[config.mk]
export PLATFORM = sky130hd
export DESIGN_NAME = hazard_fwd_unit
export DESIGN_NICKNAME = d
export VERILOG_FILES = /design/src/rtl/hazard_fwd_unit.sv
export SDC_FILE = /design/constraint.sdc
export NUM_CORES = 1
export LEC_CHECK = 0
export BUFFER_PORTS_ARGS = -buffer_cell sky130_fd_sc_hd__buf_2
export CORE_MARGIN = 1
export CORE_UTILIZATION = 35
export CTS_BUF_LIST = sky130_fd_sc_hd__clkbuf_8
export DETAILED_ROUTE_END_ITERATION = 8
export GPL_TIMING_DRIVEN = 0
export SLEW_MARGIN = 10
export SYNTH_ARGS = -nofsm -noshare
export SYNTH_HDL_FRONTEND = slang
export SYNTH_SLANG_ARGS = --single-unit
[constraint.sdc]
create_clock -name clk -period 1.9 [get_ports clk]
set_input_delay 0.19 -clock clk [delete_from_list [all_inputs] [get_ports clk]]
set_output_delay 0.19 -clock clk [all_outputs]
set_load 0.02 [all_outputs]
[src/rtl/hazard_fwd_unit.sv]
// -----------------------------------------------------------------------------
// hazard_fwd_unit
//
// Hazard and forwarding controller for a five-stage F/D/E/M/W integer
// pipeline. Sits beside the E stage and produces:
//   - per-operand forwarding mux selects for the E instruction,
//   - a load-use stall when the D instruction reads the register a load in E
//     is about to write,
//   - an MDU stall while a multi-cycle multiply/divide is running and the D
//     instruction needs HI/LO or the MDU itself,
//   - a saturating count of stalled cycles.
//
// Ports:
//   clk          rising-edge clock
//   nrst         synchronous active-low reset
//   src_addr_e   E-stage source register addresses, operand i in slice i
//   src_addr_d   D-stage source register addresses, operand i in slice i
//   src_used_d   per-operand "actually read" flags for the D instruction
//   dst_wen      register-write enable per forwarding stage (bit k-1 = stage k)
//   dst_addr     destination address per forwarding stage (slice k-1 = stage k)
//   dst_addr_e   destination address of the E instruction
//   mem_read_e   E instruction is a load
//   mdu_start_e  E instruction starts a multiply/divide
//   mdu_use_d    D instruction reads HI/LO or starts a multiply/divide
//   mdu_kill     abort the MDU operation in flight
//   fwd_sel      operand select per source: 0 = register file, k = stage k
//   stall_f      hold PC and F/D register
//   stall_d      hold the D instruction
//   flush_e      insert a bubble into E on the next edge
//   mdu_busy     MDU operation in progress
//   stall_cnt    saturating count of stalled cycles
// -----------------------------------------------------------------------------
module hazard_fwd_unit #(
    parameter int ADDR_W  = 5,
    parameter int N_SRC   = 2,
    parameter int N_FWD   = 2,
    parameter int MDU_LAT = 32,
    parameter int CNT_W   = 16
) (
    input  logic                                     clk,
    input  logic                                     nrst,
    input  logic [N_SRC*ADDR_W-1:0]                  src_addr_e,
    input  logic [N_SRC*ADDR_W-1:0]                  src_addr_d,
    input  logic [N_SRC-1:0]                         src_used_d,
    input  logic [N_FWD-1:0]                         dst_wen,
    input  logic [N_FWD*ADDR_W-1:0]                  dst_addr,
    input  logic [ADDR_W-1:0]                        dst_addr_e,
    input  logic                                     mem_read_e,
    input  logic                                     mdu_start_e,
    input  logic                                     mdu_use_d,
    input  logic                                     mdu_kill,
    output logic [N_SRC*$clog2(N_FWD+1)-1:0]         fwd_sel,
    output logic                                     stall_f,
    output logic                                     stall_d,
    output logic                                     flush_e,
    output logic                                     mdu_busy,
    output logic [CNT_W-1:0]                         stall_cnt
);

    localparam int SEL_W = $clog2(N_FWD + 1);
    localparam logic [7:0] MDU_LAT_C = 8'(MDU_LAT);
    localparam logic [CNT_W-1:0] CNT_MAX = {CNT_W{1'b1}};

    logic [7:0]       mdu_cnt_d,   mdu_cnt_q;
    logic [CNT_W-1:0] stall_cnt_d, stall_cnt_q;

    logic [N_SRC*SEL_W-1:0] fwd_sel_c;
    logic                   lu;
    logic                   mh;
    logic                   stall;

    // Forwarding select. Stages are scanned farthest-first so that a match in
    // a nearer stage overwrites it: the nearest producer always wins.
    // Register 0 is hardwired zero and is never forwarded.
    always_comb begin
        fwd_sel_c = '0;
        for (int i = 0; i < N_SRC; i++) begin
            for (int k = N_FWD; k >= 1; k--) begin
                if (dst_wen[k-1] &&
                    (dst_addr[(k-1)*ADDR_W +: ADDR_W] != '0) &&
                    (dst_addr[(k-1)*ADDR_W +: ADDR_W] == src_addr_e[i*ADDR_W +: ADDR_W])) begin
                    fwd_sel_c[i*SEL_W +: SEL_W] = SEL_W'(k);
                end
            end
        end
    end

    assign fwd_sel = fwd_sel_c;

    // Load-use: the loaded value is only available after M, so a dependent
    // D instruction must wait one cycle; forwarding from M covers it after.
    always_comb begin
        lu = 1'b0;
        if (mem_read_e && (dst_addr_e != '0)) begin
            for (int i = 0; i < N_SRC; i++) begin
                if (src_used_d[i] && (src_addr_d[i*ADDR_W +: ADDR_W] == dst_addr_e)) begin
                    lu = 1'b1;
                end
            end
        end
    end

    assign mdu_busy = (mdu_cnt_q != 8'd0);
    assign mh       = mdu_busy && mdu_use_d;
    assign stall    = lu || mh;

    assign stall_f = stall;
    assign stall_d = stall;
    assign flush_e = stall;

    // MDU busy tracker. Kill beats start and decrement; a start while busy is
    // ignored (the MDU stall keeps a second MDU instruction out of E anyway).
    always_comb begin
        mdu_cnt_d = mdu_cnt_q;
        if (mdu_kill) begin
            mdu_cnt_d = 8'd0;
        end else if (mdu_start_e && !mdu_busy) begin
            mdu_cnt_d = MDU_LAT_C;
        end else if (mdu_busy) begin
            mdu_cnt_d = mdu_cnt_q - 8'd1;
        end
    end

    // Saturating stall counter: one increment per stalled cycle even when
    // load-use and MDU hazards coincide.
    always_comb begin
        stall_cnt_d = stall_cnt_q;
        if (stall && (stall_cnt_q != CNT_MAX)) begin
            stall_cnt_d = stall_cnt_q + 1'b1;
        end
    end

    always_ff @(posedge clk) begin
        if (!nrst) begin
            mdu_cnt_q   <= 8'd0;
            stall_cnt_q <= '0;
        end else begin
            mdu_cnt_q   <= mdu_cnt_d;
            stall_cnt_q <= stall_cnt_d;
        end
    end

    assign stall_cnt = stall_cnt_q;

endmodule

* Word level (Yosys, flattened, before mapping) *
Index checks and enable logic that the tools add are counted.

word-level totals
  register bits after elaboration = 24
  output and inout bits = 24

operators by class
  add/sub/neg operators = 2
  equal/unequal tests = 7
  muxes and demuxes = 9
  bitwise operators = 1
  reduce and logical (&&, ||, !) cells = 21

operators with widths
  cell                                              number
  equality test 5 bit                               6
  adder 16 x 1 -> 16 bit, second input constant     1
  != test 16 bit, second input constant             1
  nonzero test 5 bit                                3
  logical AND 1 bit                                 12
  2-to-1 mux 6 bit                                  2
  2-to-1 mux 2 bit                                  4
  nonzero test 8 bit                                1
  subtractor 8 x 1 -> 8 bit, second input constant  1
  2-to-1 mux 1 bit                                  3
  OR reduction 3 bit                                1
  nonzero test 2 bit                                1
  OR reduction 2 bit                                1
  zero test 1 bit                                   1
  logical OR 1 bit                                  1
  NOT 1 bit                                         1

* Depth between registers and ports, before layout *
Gate-level depths: netlist (run 1).

  depth in word-level cells = 7
  gate-level depth with buffers = 8

* Worst setup path before layout (run 1) *
OpenSTA, ideal clock, no wires.

  kind = input -> output
  from = input dst_addr[1]
  to = output fwd_sel[1]
  data arrival time = 1.751 ns
  setup slack = -0.041 ns
  cell stages on the path = 4
  buffers on the path = 0
  cells stage by stage = or4_1 -> o21ai_1 -> nor4_1 -> nor4_1

between the ends
  longest elaborated chain between the ends = 4
  elaborated cells on any way between the ends = 5
  classes of those cells = eq/ne: 1; mux: 1; reduce/logical: 3

RTL lines
  what                 line  text
  start, declared      46    input logic [N_FWD*ADDR_W-1:0] dst_addr,
  nonzero test 5 bit   80    (dst_addr[(k-1)*ADDR_W +: ADDR_W] != '0) &&
  logical AND 1 bit    79    if (dst_wen[k-1] &&
  logical AND 1 bit *  80
  2-to-1 mux 2 bit *   79
  end, declared        52    output logic [N_SRC*$clog2(N_FWD+1)-1:0] fwd_sel,

Every way passes the cells marked *; elsewhere a longest branch is shown, timed or not.

* Worst setup path after layout (run 1) *
  from = register mdu_cnt_q[1]
  to = output stall_f

between the ends
  longest elaborated chain between the ends = 3

RTL lines
  what                    line  text
  start, declared         64    logic [7:0] mdu_cnt_d, mdu_cnt_q;
  start signal, assigned  138   mdu_cnt_q <= mdu_cnt_d;
  nonzero test 8 bit      103   assign mdu_busy = (mdu_cnt_q != 8'd0);
  logical AND 1 bit       104   assign mh = mdu_busy && mdu_use_d;
  logical OR 1 bit        105   assign stall = lu || mh;
  end, declared           53    output logic stall_f,

Every way passes these cells.

==> results_dict.tcl, run 1 <==
set metrics [dict create \
    status "complete, no violations" \
    clock_skew_ns 0.008404 \
    drt_pass1_iterations 4 \
    yosysMostFrequentCell "nand3_1" \
    hold_violations 0 \
    p_per_area_nw_per_um2 1121 \
    netlist_top_cells_count "nand3_1, nand2_1, xor2_1" \
    drc 0 \
    io-pin-count 69 \
    syn_to_final_growth_pct 40.44 \
    avgViaCountPerCell 5.090 \
    nNetsFinal 378 \
    io_buffer_count 68 \
    holdCritPathClass "in2reg" \
    first_global_vias 1614 \
    dp_cells 380 \
    timing.fmax_mhz 540.1 \
    critPathRequiredTime_ns 1.71 \
    synth_warnings 0 \
    rr_startpoint "stall_cnt[0]" \
    grt_start_max_net_pins 15 \
    synth_ff_type "dfxtp_1" \
    gp_congestion 0.7740 \
    core_um2 5140 \
    grt_pass1_wl_mm 7.258 \
    setup_viol 0 \
    min_from "mdu_start_e" \
    ir_drop_v 0.001093 \
    synth-seq-cells 24 \
    worst-path-max-fanout 4 \
    drive_above_1_share_pct 37.99 \
    hpwl_mm 3.559 \
    final_cells 399 \
    syn_inst 242 \
    worstRegToRegCells 7 \
    slew_violations 0 \
    hold_path_end "mdu_cnt_q[1]" \
    seq_area_frac_synth_pct 25.50 \
    rsz0062_at_grt "true" \
    diodes 0 \
    max_stage_delay_ns 0.33 \
    period_minus_slack_ns 1.851 \
    worstPathCellList "inv_2 -> ha_4 -> nor4b_4 -> a21boi_4 -> o21bai_4 -> buf_6 -> buf_6" \
    synth.avg_cell_area_um2 7.786 \
    worstSetupEndpointType "primary output" \
    synth_edf_count 0 \
    synth_cell_type_count 39 \
    syn_nets 290 \
    p_leak_nw 1.109 \
    postCtsHoldBufs 0 \
    synth_top_cell_by_area "dfxtp_1" \
    numCtsBuffers 3 \
    tightest_slew_ns 0.5260 \
    dieArea_um2 5681 \
    final_area_um2 2646 \
    antenna_found_initial 0 \
    setup.worst_path.start_class "register" \
    crit_arrival_ns 1.66 \
    htree_num_levels 1 \
    synthArstFlopShare_pct 0 \
    synth.area.top_cells "dfxtp_1, xor2_1, mux2i_1" \
    die_w_um 75.38 \
    cts_tree "done" \
    yosysTopAreaCellShare_pct 25.50 \
    netlist_area_um2 1884 \
    postRouteAntennaNets 0 \
    cts_num_sinks 24 \
    critical-path-top-delay-family "buffers and inverters" \
    slowest_stage "dfxtp_2" \
    r2r_end "stall_cnt[2]" \
    root_buffer "clkbuf_8" \
    start_util_pct 36.66 \
    grt.total_usage_pct 16.30 \
    drv_cap 0 \
    crit_buf_inv 3 \
    row_count 26 \
    clkTransAtPathRegs_ns 0.09 \
    worst-setup-path-type "reg2out" \
    cts_buffer_depth 2 \
    dpl_cell_area_um2 2326 \
    period_share_pct 97.44 \
    drt_iter0_markers 99 \
    route.vias.total 2031 \
    grt_overflow 0 \
    min_path_cells 4 \
    r2r_slack_ns 0.08 \
    routed_wl_mm 4.978 \
    die_h_um 75.38 \
    cpMostUsedCell "buf_6" \
    slew_headroom_pct 64.93 \
    clk_latency_ns 0.28 \
    wire_per_inst_um 12.48 \
]
## where the power goes
group / total [mW] / switching (mW) / internal [mW]
sequential: 0.725 / 0.116 / 0.609
combinational: 1.78 / 0.904 / 0.876
clock: 0.462 / 0.180 / 0.282
## final cells by class
| cell class | count | area, um2 |
|---|---|---|
| tap | 70 | 87.58 |
| timing repair buffer | 85 | 480.5 |
| sequential | 24 | 514.2 |
| buffer | 9 | 58.81 |
| clock inverter | 1 | 30.03 |
| multi-input combinational | 200 | 1408 |
| inverter | 7 | 26.28 |
| fill | 526 | 2494 |
| clock buffer | 3 | 41.29 |
## registers in the layout, summed over array words and instances, names as in the netlist
register / flops
mdu_cnt_q: 8
stall_cnt: 16
## what timing repair did
item | 4_1_cts | 5_1_grt
buffers inserted | 3 | 14
endpoints found under the setup margin | 20 | 17
resized for setup | 13 | 29
pin swaps | 2 | 6
## worst max path at each step
| stage | start | end | cells past startpoint |
|---|---|---|---|
| finish | mdu_cnt_q[1] | stall_f | 7 |
| global route | mdu_cnt_q[1] | stall_f | 7 |
| CTS | stall_cnt[0] | stall_cnt[14] | 6 |
| detailed placement | mdu_cnt_q[0] | stall_d | 7 |
| global placement | mdu_cnt_q[0] | stall_d | 7 |
| floorplan | stall_cnt[4] | stall_cnt[3] | 7 |
## metal layers
layer  GRT usage, %  vias to the layer above  wire length, um
li1               -                     1031                -
met1          23.18                      923             2395
met2          25.79                       73             2188
met3          2.381                        4              367
met4          4.321                        0               26
met5              0                        -                0
## worst reg2reg max path, delay by kind of cell (launching register included)
kind / cells / cell delay (ns)
and+or+nand+nor: 3 / 0.78
DFF: 1 / 0.38
buffers and inverters: 1 / 0.18
muxes: 1 / 0.14
AOI/OAI and AO/OA: 1 / 0.08
adders and majority gates: 1 / 0.16
## metrics by stage
stage	worst slack, ns	total power, mW	TNS (ns)	hold WS, ns	util (%)
global route	-0.04165	3.185	-0.09694	0.2429	51.48
floorplan	0.002734	1.714	0	0.3770	-
CTS	-0.003728	2.765	-0.003728	0.2126	48.10
global placement	-0.2024	2.030	-1.542	0.4827	45.25
detailed placement	-0.2245	2.048	-1.859	0.4895	45.25
finish	0.04858	2.967	0	0.2193	51.48
## cell families (layout without fill, tap and decap cells)
logic type | Yosys count | count (layout) | share of synthesized area, %
simple gates | 117 | 117 | 33.07
xor+xnor | 35 | 35 | 16.27
compound gates | 30 | 30 | 10.16
flops | 24 | 24 | 25.50
buf+inv | 18 | 105 | 4.980
mux | 15 | 15 | 8.034
fa+ha+maj | 3 | 3 | 1.992
## cells in the final DEF (no fill, tap or decap), drive strengths merged, types with 2 or more instances in the layout
master,count
and3,2
a21oi,3
nor2,15
nand4,7
nand2b,14
inv,7
mux2i,14
ha,3
xnor2,10
dfxtp,24
nor4,7
nand3,28
xor2,25
buf,90
or4,6
o21ai,16
o21a,2
nor3,9
a211oi,2
clkbuf,7
nand2,25
(Power assumes the default switching activity.)
==> run 2: changes to the inputs <==
- GPL_TIMING_DRIVEN: 0 -> not set
==> run 2 against run 1 <==
Effect of this change:
- die area unchanged
- non-clock buffer count fell by 3
- register-to-register slack improved by 0.06 ns
- critical endpoint is now stall_cnt[1]
- worst setup slack better by 0.088 ns
- routed wire length decreased by 6.1%
==> results_dict.tcl, run 2 (synthesis results as in run 1) <==
set metrics [dict create \
    grt_start_max_net_pins 30 \
    wire_per_inst_um 11.80 \
    largest_reg_flops 16 \
    postCtsHoldBufs 0 \
    drc 0 \
    slew_violations 0 \
    drv_cap 0 \
    hpwl_mm 3.627 \
    final_cell_mix "buf_2, nand3_1, xor2_1" \
    nFillCells 546 \
    tightest_slew_ns 0.5519 \
    core_um2 5140 \
    io-pin-count 69 \
    power_mw 2.629 \
    root_buffer "clkbuf_8" \
    p_leak_nw 1.076 \
    min_path_cells 4 \
    final.setup.worst_slack_ns 0.1362 \
    worst-setup-path-type "reg2reg" \
    status "complete, no violations" \
    worstSetupEndpointType "register" \
    avgViaCountPerCell 5.045 \
    cts_buffer_depth 2 \
    r2r_slack_ns 0.14 \
    clk_latency_ns 0.27 \
    final_cells 396 \
    htree_num_levels 1 \
    r2r_end "stall_cnt[1]" \
    grt_pass1_wl_mm 7.486 \
    timing.fmax_mhz 566.9 \
    holdCritPathClass "in2reg" \
    die_w_um 75.38 \
    period_share_pct 92.83 \
    cts_num_sinks 24 \
    slew_headroom_pct 63.21 \
    clock_skew_ns 0.004754 \
    route.vias.total 1998 \
    final_common_cell "buf_2" \
    fin_util_pct 49.27 \
    drive_above_1_share_pct 33.44 \
    numCtsBuffers 3 \
    first_global_vias 1724 \
    worst-path-max-fanout 19 \
    io_buffer_count 68 \
    dp_cells 391 \
    final_area_um2 2532 \
    dp_slack_ns -0.05258 \
    grt.total_usage_pct 16.87 \
    die_h_um 75.38 \
    setup_viol 0 \
    p_per_area_nw_per_um2 1038 \
    holdWs_ns 0.2171 \
    ir_drop_v 0.001175 \
    syn_to_final_growth_pct 34.40 \
    row_count 26 \
    dieArea_um2 5681 \
    min_from "mdu_start_e" \
    hold_violations 0 \
    postRouteAntennaNets 0 \
    setup_tns_ns 0 \
    dpl_cell_area_um2 2424 \
    rsz0062_at_grt "false" \
    clkTransAtPathRegs_ns 0.09 \
    grt_overflow 0 \
    crit_arrival_ns 1.93 \
    setup.worst_path.start_class "register" \
    hold_path_end "mdu_cnt_q[1]" \
    diodes 0 \
    nNetsFinal 375 \
    critPathRequiredTime_ns 2.06 \
    drt_iter0_markers 111 \
    drt_pass1_iterations 4 \
    routed_wl_mm 4.674 \
    worstRegToRegCells 6 \
    gp_congestion 0.7791 \
    rr_startpoint "stall_cnt[1]" \
    period_minus_slack_ns 1.764 \
    cts_tree "done" \
    antenna_found_initial 0 \
    start_util_pct 36.66 \
]
[run 2: area by class of cell]
| type | count | area, um2 | share of cell area, % |
|---|---|---|---|
| Multi-Input combinational cell | 200 | 1365 | 53.90 |
| Timing Repair Buffer | 91 | 515.5 | 20.36 |
| Sequential cell | 24 | 483.0 | 19.07 |
| Tap cell | 70 | 87.58 | 3.458 |
| Clock buffer | 4 | 55.05 | 2.174 |
| Inverter | 7 | 26.28 | 1.038 |
[run 2: power by group]
group / internal [mW] / total [mW] / switching (mW)
clock: 0.185 / 0.356 / 0.170
sequential: 0.604 / 0.708 / 0.104
combinational: 0.728 / 1.57 / 0.837
[run 2: worst max-delay path: stages (launching register included)]
cell,delay (ns)
dfxtp_1,0.38
ha_1,0.23
nand3_1,0.09
or4_4,0.55
nand2_1,0.15
o21ai_1,0.12
mux2i_1,0.13
[run 2: worst max-delay path by stage]
| stage | depth (start not counted) | slack, ns | to | from |
|---|---|---|---|---|
| 3_5_place_dp | 8 | -0.05 | stall_cnt[7] | mdu_cnt_q[0] |
| 5_1_grt | 7 | 0.02 | stall_cnt[14] | stall_cnt[1] |
| 3_3_place_gp | 8 | 0.009 | stall_cnt[10] | mdu_cnt_q[0] |
| 6_report | 6 | 0.14 | stall_cnt[1] | stall_cnt[1] |
| 4_1_cts | 6 | 0.05 | flush_e | mdu_cnt_q[0] |
| 2_1_floorplan | 7 | 0.003 | stall_cnt[3] | stall_cnt[4] |
[run 2: routing by layer]
| metal | up-vias | wire length [um] | global-route usage, % |
|---|---|---|---|
| li1 | 1023 | - | - |
| met2 | 68 | 2060 | 28.67 |
| met5 | - | 0 | 0 |
| met1 | 903 | 2256 | 22.20 |
| met4 | 0 | 36 | 3.498 |
| met3 | 4 | 320 | 3.439 |
[run 2: what timing repair did]
item	CTS	global route
buffers inserted	1	0
hold endpoints to repair	0	0
resized for setup	2	8
pin swaps	1	1
endpoints found under the setup margin	12	8
